## src/rtl/gemm_result_writer.sv

```systemverilog
// gemm_result_writer: buffers up to two 4x4 result tiles and drains them row by row into the output SRAM
module gemm_result_writer #(
    parameter int AddrWidth = 16,
    parameter int OutWidth  = 32
) (
    input  logic                   clk_i,
    input  logic                   rst_ni,
    input  logic                   start_i,
    input  logic [AddrWidth-1:0]   M_size_i,
    input  logic [AddrWidth-1:0]   N_size_i,
    input  logic [AddrWidth-1:0]   base_addr_i,
    input  logic                   result_valid_i,
    input  logic [16*OutWidth-1:0] result_i,
    output logic                   result_ready_o,
    output logic                   sram_wr_req_o,
    input  logic                   sram_wr_gnt_i,
    output logic [AddrWidth-1:0]   sram_addr_o,
    output logic [4*OutWidth-1:0]  sram_wdata_o,
    output logic                   busy_o,
    output logic                   done_o
);
    typedef enum logic [1:0] {Idle, Active, Finish} state_e;
    state_e state_q, state_d;
    logic [AddrWidth-1:0] tm_max_q, tn_max_q, base_q, tm_q, tn_q, addr;
    logic [1:0] r_q, cnt_q;
    logic [16*OutWidth-1:0] mem_q [2];
    logic [16*OutWidth-1:0] head;
    logic rd_ptr_q, wr_ptr_q, push, pop, wr, zero_grid, last_tile, tn_wrap;
    assign zero_grid = tm_max_q == '0 || tn_max_q == '0;
    assign result_ready_o = state_q == Active && cnt_q != 2'd2;
    assign push = result_valid_i && result_ready_o;
    assign sram_wr_req_o = state_q == Active && !zero_grid && cnt_q != 2'd0;
    assign wr = sram_wr_req_o && sram_wr_gnt_i;
    assign pop = wr && r_q == 2'd3;
    assign tn_wrap = tn_q == tn_max_q - AddrWidth'(1);
    assign last_tile = tn_wrap && tm_q == tm_max_q - AddrWidth'(1);
    assign head = mem_q[rd_ptr_q];
    assign addr = base_q + ((tm_q << 2) + AddrWidth'(r_q)) * tn_max_q + tn_q;
    assign sram_addr_o = sram_wr_req_o ? addr : '0;
    assign sram_wdata_o = sram_wr_req_o ? head[r_q*4*OutWidth +: 4*OutWidth] : '0;
    assign busy_o = state_q != Idle;
    assign done_o = state_q == Finish;
    always_comb begin
        state_d = state_q;
        state_d = state_q == Idle   ? (start_i ? Active : Idle) :
                  state_q == Active ? ((zero_grid || (pop && last_tile)) ? Finish : Active) : Idle;
    end
    always_ff @(posedge clk_i or negedge rst_ni) begin
        if (!rst_ni) begin
            state_q  <= Idle;
            tm_max_q <= '0;
            tn_max_q <= '0;
            base_q   <= '0;
            tm_q     <= '0;
            tn_q     <= '0;
            r_q      <= '0;
            cnt_q    <= '0;
            rd_ptr_q <= 1'b0;
            wr_ptr_q <= 1'b0;
        end else begin
            state_q <= state_d;
            if (state_q == Idle && start_i) begin
                tm_max_q <= M_size_i >> 2;
                tn_max_q <= N_size_i >> 2;
                base_q   <= base_addr_i;
                tm_q     <= '0;
                tn_q     <= '0;
                r_q      <= '0;
            end
            if (wr) r_q <= r_q + 2'd1;
            if (pop) begin
                tn_q <= tn_wrap ? '0 : tn_q + AddrWidth'(1);
                if (tn_wrap) tm_q <= tm_q + AddrWidth'(1);
            end
            // Finish drops any surplus tiles so the next run starts empty
            if (state_q == Finish) begin
                cnt_q    <= '0;
                rd_ptr_q <= 1'b0;
                wr_ptr_q <= 1'b0;
            end else begin
                cnt_q <= cnt_q + 2'(push) - 2'(pop);
                if (push) wr_ptr_q <= ~wr_ptr_q;
                if (pop) rd_ptr_q <= ~rd_ptr_q;
            end
        end
    end
    always_ff @(posedge clk_i) begin
        if (push) mem_q[wr_ptr_q] <= result_i;
    end
endmodule

```

## config.mk

```make
export PLATFORM = sky130hd
export DESIGN_NAME = gemm_result_writer
export DESIGN_NICKNAME = d
export VERILOG_FILES = /design/src/rtl/gemm_result_writer.sv
export SDC_FILE = /design/constraint.sdc
export NUM_CORES = 1
export LEC_CHECK = 0
export ABC_AREA = 1
export CELL_PAD_IN_SITES_DETAIL_PLACEMENT = 1
export CELL_PAD_IN_SITES_GLOBAL_PLACEMENT = 1
export CORE_MARGIN = 2
export CORE_UTILIZATION = 40
export CTS_BUF_LIST = sky130_fd_sc_hd__clkbuf_2 sky130_fd_sc_hd__clkbuf_4 sky130_fd_sc_hd__clkbuf_8
export DETAILED_ROUTE_END_ITERATION = 7
export GPL_ROUTABILITY_DRIVEN = 0
export GPL_TIMING_DRIVEN = 0
export PLACE_DENSITY_LB_ADDON = 0.1
export SYNTH_ARGS = -nofsm -noshare
export SYNTH_HDL_FRONTEND = slang
export SYNTH_SLANG_ARGS = --single-unit
```

## constraint.sdc

```tcl
create_clock -name clk_i -period 23.3 [get_ports clk_i]
set_input_delay 3.495 -clock clk_i [delete_from_list [all_inputs] [get_ports clk_i]]
set_output_delay 3.495 -clock clk_i [all_outputs]
set_load 0.05 [all_outputs]
```

; After elaboration in Yosys (flattened, before gate mapping)
; Memories as Yosys holds them, arrays and structs flattened.
; Cells that the tools add are included.
[word_totals]
ram_bits = 1024
n_memories = 1
ff_bits = 84
elab_cells = 73
[classes]
n_reduce_logical = 21
add_sub_neg = 10
shifts = 1
n_eq_ne = 6
bitwise = 2
mux = 21
mul = 1
[mem_list]
columns = memory, depth, width, rd, rd_clocked_by_memory_dff, write_ports, line_no
row1 = mem_q, 2, 512, 1, 0, 1, 26  ; logic [16*OutWidth-1:0] mem_q [2];
[op_table]
columns = operator, n
row1 = $shiftx A512 B10 Y128, 1
row2 = $mux W128, 1
row3 = $mux W16, 7
row4 = $add A16 B1 Y16 const B, 2
row5 = $add A16 B16 Y16, 2
row6 = $eq A16 B16 Y1, 2
row7 = $logic_not A16 Y1, 2
row8 = $sub A14 B1 Y15 const B, 2
row9 = $add A16 B2 Y16, 1
row10 = $mul A16 B14 Y16, 1
row11 = $mux W2, 6
row12 = $reduce_bool A2 Y1, 6
row13 = $logic_and A1 B1 Y1, 9
row14 = $mux W1, 7
row15 = $eq A2 B2 Y1 const B, 2
row16 = $add A2 B1 Y2, 1
row17 = $add A2 B1 Y2 const B, 1
row18 = $eq A2 B1 Y1 const B, 1
row19 = $logic_not A2 Y1, 1
row20 = $logic_or A1 B1 Y1, 2
row21 = $ne A2 B2 Y1 const B, 1
row22 = $not A1 Y1, 2
row23 = $sub A2 B1 Y2, 1
row24 = $logic_not A1 Y1, 1

; Logic depth before layout (Yosys ltp)
; Gate-level depths: netlist (run 1).
[depth]
depth_word = 12
mapped_depth = 30
ltp_nobuf = 27

; Least setup slack after synthesis (run 1)
; OpenSTA, ideal clock, no wires.
[synth_timing]
path_type = input-to-reg
startpoint = in result_valid_i
endpoint = mem mem_q[1][0] (netlist bit), enable pin
setup_ps = 1404
n_path_buf = 0
path_slack_ps = -3025
path_stages = 2
arrival_time_ps = 24922
t_required_ps = 21896
path_cell_list = nand2_1 -> nor2_1
[synth_via]
elab_chain_cells = 3
[synth_rtl]
columns = element, line_no
row1 = "start, declared", 12  ; input logic result_valid_i,
row2 = $logic_and A1 B1 Y1, 31  ; assign push = result_valid_i && result_ready_o;
row3 = $mux W1, 88  ; if (push) mem_q[wr_ptr_q] <= result_i;
row4 = $mux W1 (not written as such), 88
row5 = "end, declared", 26
; Every way passes these cells.

; Final worst setup path (run 1)
[layout_timing]
startpoint = reg r_q[0]
endpoint = out sram_addr_o[15]
[layout_via]
elab_chain_cells = 5
[layout_rtl]
columns = element, line_no
row1 = "start, declared", 25  ; logic [1:0] r_q, cnt_q;
row2 = "start signal, assigned", 70  ; if (wr) r_q <= r_q + 2'd1;
row3 = $add A16 B2 Y16, 38  ; assign addr = base_q + ((tm_q << 2) + AddrWidth'(r_q)) * tn_max_q + tn_q;
row4 = $mul A16 B14 Y16, 38
row5 = $add A16 B16 Y16 (2 in a row), 38
row6 = $mux W16, 39  ; assign sram_addr_o = sram_wr_req_o ? addr : '0;
row7 = "end, declared", 17  ; output logic [AddrWidth-1:0] sram_addr_o,
; Every way passes these cells.

==> results.yml, run 1 <==
sta:
  setup_viol: 0
  slew_headroom_pct: 2.766
  rsz0062_at_grt: "no"
  drv_slew: 0
  hold_viol_final: 0
  max_freq_ghz: 0.07492
  tightestPinTransition_ns: 1.459
  layout_min_cycle_time_ns: 13.35
  period_share_pct: 57.29
  skew_ns: 0.07349
synth:
  synth_top_family_by_area: "simple AND/OR/NAND/NOR gates"
  synth_edf_count: 1024
  synth_compound_area_share_pct: 7.539
  synth.mux.area_fraction_pct: 0
  synth_fa_ha_area_share_pct: 5.645
  syn_area_mm2: 0.05049
  ys_warn_count: 0
  yosys.area_share.simple_pct: 15.92
  avgSynthCellArea_um2: 11.08
  ys.flop_type: "edfxtp_1"
  synth-seq-area-share_pct: 65.07
  synth_seq_cells: 1108
  ys_types: 44
  synth-xor-area-share_pct: 1.006
  syn_nets: 5286
  syn_inst: 4558
  synthArstFlopShare_pct: 7.581
setup_path:
  required_ns: 19.81
  start_kind: "register"
  cp_data_arrival_time_ns: 9.85
  cp_max_fo: 10
  rrSetupSlack_ns: 19.65
  critPathKind: "register to output port"
  reg2reg_to: "mem_q[0][477]"
  rr_startpoint: "state_q[1]"
  critPathCaptureType: "output port"
  ff2ff_path_depth: 12
layout:
  postLayoutCellArea_mm2: 0.06445
  area_delta_synth_final_pct: 27.65
  layout.nets: 6229
  final_util_pct: 51.39
  drive_gt1_share_pct: 7.490
  stdcell_count: 7371
  num-fill-cells: 13530
hold_path:
  hold_path_startpoint: "base_q[0]"
  hold_path_class: "register to register"
  hold_depth: 2
  hold_end: "base_q[0]"
grt:
  grt_use_total_pct: 28.73
  antenna_found_initial: 107
  grt_max_degree: 59
  grt_pass1_wl_um: 271200
  grt_pass1_vias: 41090
  grt-ovfl-total: 0
detailed_routing:
  vias: 38840
  routed_wl_um: 187800
  drt_pass1_iterations: 5
  wl_per_cell_um: 25.48
  via_per_inst: 5.269
  drt_iter0_drc: 2794
  remaining_drc_errors: 0
  ant_nets: 0
cts:
  cts_tree: "yes"
  clock-sinks: 1108
  cts_resized: 0
  cts-buffers-inserted: 194
  clk_latency_ns: 0.94
  root_buffer: "clkbuf_8"
  cts_buffer_depth: 3
  ctsHtreeMaxLevel: 4
  cts_setup_buffers: 0
  ctsHoldBuffers: 0
  path_clk_slew_ns: 0.06
job:
  max_cap_violations: 0
status:
  outcome: "completed"
pwr:
  power_density_mw_per_mm2: 162.1
  ir_drop_mv: 0.2778
  power.leakage_uw: 0.02457
floorplanning:
  die_h_um: 359.3
  coreArea_mm2: 0.1254
  io_pins: 713
  start_util_pct: 40.26
  dieArea_mm2: 0.1291
  die_x_um: 359.3
  rows: 130
place:
  dp_hpwl_um: 138600
  dp_cells: 6955
  portBuffers: 708
  placed_area_mm2: 0.06046
[layout make-up]
cell class	instances	area (um2)	share of cell area, %
Antenna cell	60	150.1	0.2330
Inverter	356	1339	2.077
Clock buffer	281	3373	5.234
Clock inverter	75	459.2	0.7125
Timing Repair Buffer	747	7888	12.24
Buffer	270	1105	1.714
Multi-Input combinational cell	2824	15220	23.61
Sequential cell	1108	32850	50.98
Tap cell	1650	2064	3.203
[report_power, final]
group,internal [uW],leakage [uW],switching [uW],total [uW]
clock,938,0.00203,847,1790
combinational,1710,0.0120,4010,5710
sequential,2770,0.0106,175,2950
total,5410,0.0246,5030,10400
[layout by cell type (no fill, tap or decap), drive strengths merged, types with 66 or more instances in the layout]
master | synthesis | final
nor2 | 746 | 746
nor3 | 139 | 139
clkdlybuf4s50 | 0 | 707
edfxtp | 1024 | 1024
fa | 108 | 108
clkinv | 3 | 66
nand3 | 72 | 72
inv | 353 | 362
o31ai | 129 | 129
clkbuf | 222 | 503
o32ai | 128 | 128
buf | 48 | 88
a21oi | 274 | 274
dfrtp | 84 | 84
nand2 | 1008 | 1008
[per-layer routing]
metal / wire length (um) / part of all wire [%] / track usage (%)
met5: 424 / 0.23 / 0
met4: 6849 / 3.6 / 12.68
met3: 13320 / 7.1 / 7.392
met2: 92270 / 49 / 47.64
met1: 74920 / 40 / 35.43
[cells in the mapped netlist (2+ instances only)]
| library cell | count | area share, % |
|---|---|---|
| nor2_2 | 4 | 0.050 |
| inv_2 | 5 | 0.037 |
| fa_1 | 108 | 4.3 |
| o32ai_1 | 128 | 2.2 |
| nand3b_1 | 10 | 0.15 |
| buf_1 | 13 | 0.097 |
| ha_1 | 55 | 1.4 |
| clkinv_1 | 3 | 0.022 |
| dfrtp_1 | 84 | 4.2 |
| o31ai_1 | 129 | 1.9 |
| o21ai_0 | 54 | 0.54 |
| nand3_2 | 3 | 0.059 |
| a21oi_1 | 274 | 2.7 |
| a211oi_1 | 2 | 0.030 |
| nand2_1 | 1002 | 7.4 |
| nor2_4 | 6 | 0.13 |
| o21ai_1 | 4 | 0.040 |
| xnor2_1 | 14 | 0.24 |
| buf_4 | 8 | 0.12 |
| buf_2 | 24 | 0.24 |
| buf_6 | 3 | 0.067 |
| nand4_1 | 24 | 0.30 |
| o21ai_2 | 2 | 0.035 |
| nand3_1 | 69 | 0.68 |
| nor3_1 | 138 | 1.4 |
| nand2_2 | 5 | 0.062 |
| or2_2 | 3 | 0.037 |
| inv_1 | 347 | 2.6 |
| edfxtp_1 | 1024 | 61 |
| xor2_1 | 44 | 0.76 |
| clkbuf_1 | 222 | 1.7 |
| nor2_1 | 735 | 5.5 |
[how the worst max path moves through the flow]
stage                   startpoint              end  slack, ns  cells after the start
global route                r_q[0]  sram_addr_o[15]       9.51                     28
global placement    result_valid_i    mem_q[1][231]      -3.78                      3
CTS                         r_q[0]  sram_addr_o[15]       9.75                     27
finish                      r_q[0]  sram_addr_o[15]       9.95                     27
detailed placement          r_q[0]  sram_addr_o[15]      10.73                     27
floorplan           result_valid_i      mem_q[1][0]       5.75                      2
[sequential cells by signal, indices dropped and copies added, names as in the netlist]
register and count:
rd_ptr_q 1, tm_max_q 14, mem_q 1024, tn_q 16, state_q 2, r_q 2
tn_max_q 14, base_q 16, tm_q 16, wr_ptr_q 1, cnt_q 2
[kinds of logic after synthesis]
group,Yosys count
compound gates,596
simple gates,2007
flops,1108
fa+ha+maj,163
xor+xnor,58
buf+inv,626
[stage by stage]
| stage | power, uW | setup slack (ns) | setup TNS (ns) | hold slack, ns |
|---|---|---|---|---|
| 2_1_floorplan | 6698 | 5.746 | 0 | 0.4553 |
| 6_report | 10440 | 9.953 | 0 | 0.5036 |
| 5_1_grt | 11080 | 9.513 | 0 | 0.5250 |
| 4_1_cts | 10550 | 9.745 | 0 | 0.5069 |
| 3_5_place_dp | 8731 | 10.73 | 0 | 0.4855 |
| 3_3_place_gp | 8955 | -3.778 | -3695.54 | 0.4780 |
[worst max-delay path: stages (launching register included)]
cell             delay (ns)
dfrtp_1                0.35
clkbuf_1               1.05
clkbuf_1               0.87
clkbuf_1               0.65
buf_1                  0.53
nand2_1                0.15
fa_1                   0.39
inv_1                  0.09
fa_1                   0.42
ha_1                   0.19
inv_1                  0.06
fa_1                   0.45
fa_1                   0.51
fa_1                   0.50
inv_1                  0.05
ha_1                   0.34
a21oi_1                0.14
o21ai_0                0.13
nand2_1                0.08
nand3_1                0.13
nand2_1                0.09
inv_1                  0.05
nand2_1                0.07
nor2_1                 0.05
nor2_1                 0.37
a21oi_1                0.08
nor2_1                 0.29
clkdlybuf4s50_1        0.87
Note: power is estimated with default switching activity, not from simulation.
==> inputs of run 2 (changes only) <==
==> constraint.sdc (replaced) <==
create_clock -name clk_i -period 13.5 [get_ports clk_i]
set_input_delay 2.025 -clock clk_i [delete_from_list [all_inputs] [get_ports clk_i]]
set_output_delay 2.025 -clock clk_i [all_outputs]
set_load 0.05 [all_outputs]
==> results of run 2 <==
The final DEF is identical to that of run 1. Status: completed.
Among the figures that moved: setup slack after placement 10.73 ns -> 2.396 ns; setup slack after layout 9.953 ns -> 1.623 ns; register-to-register setup slack 19.65 ns -> 9.85 ns; total power 10440 uW -> 18030 uW; worst IR drop on VDD 0.2778 mV -> 0.4794 mV
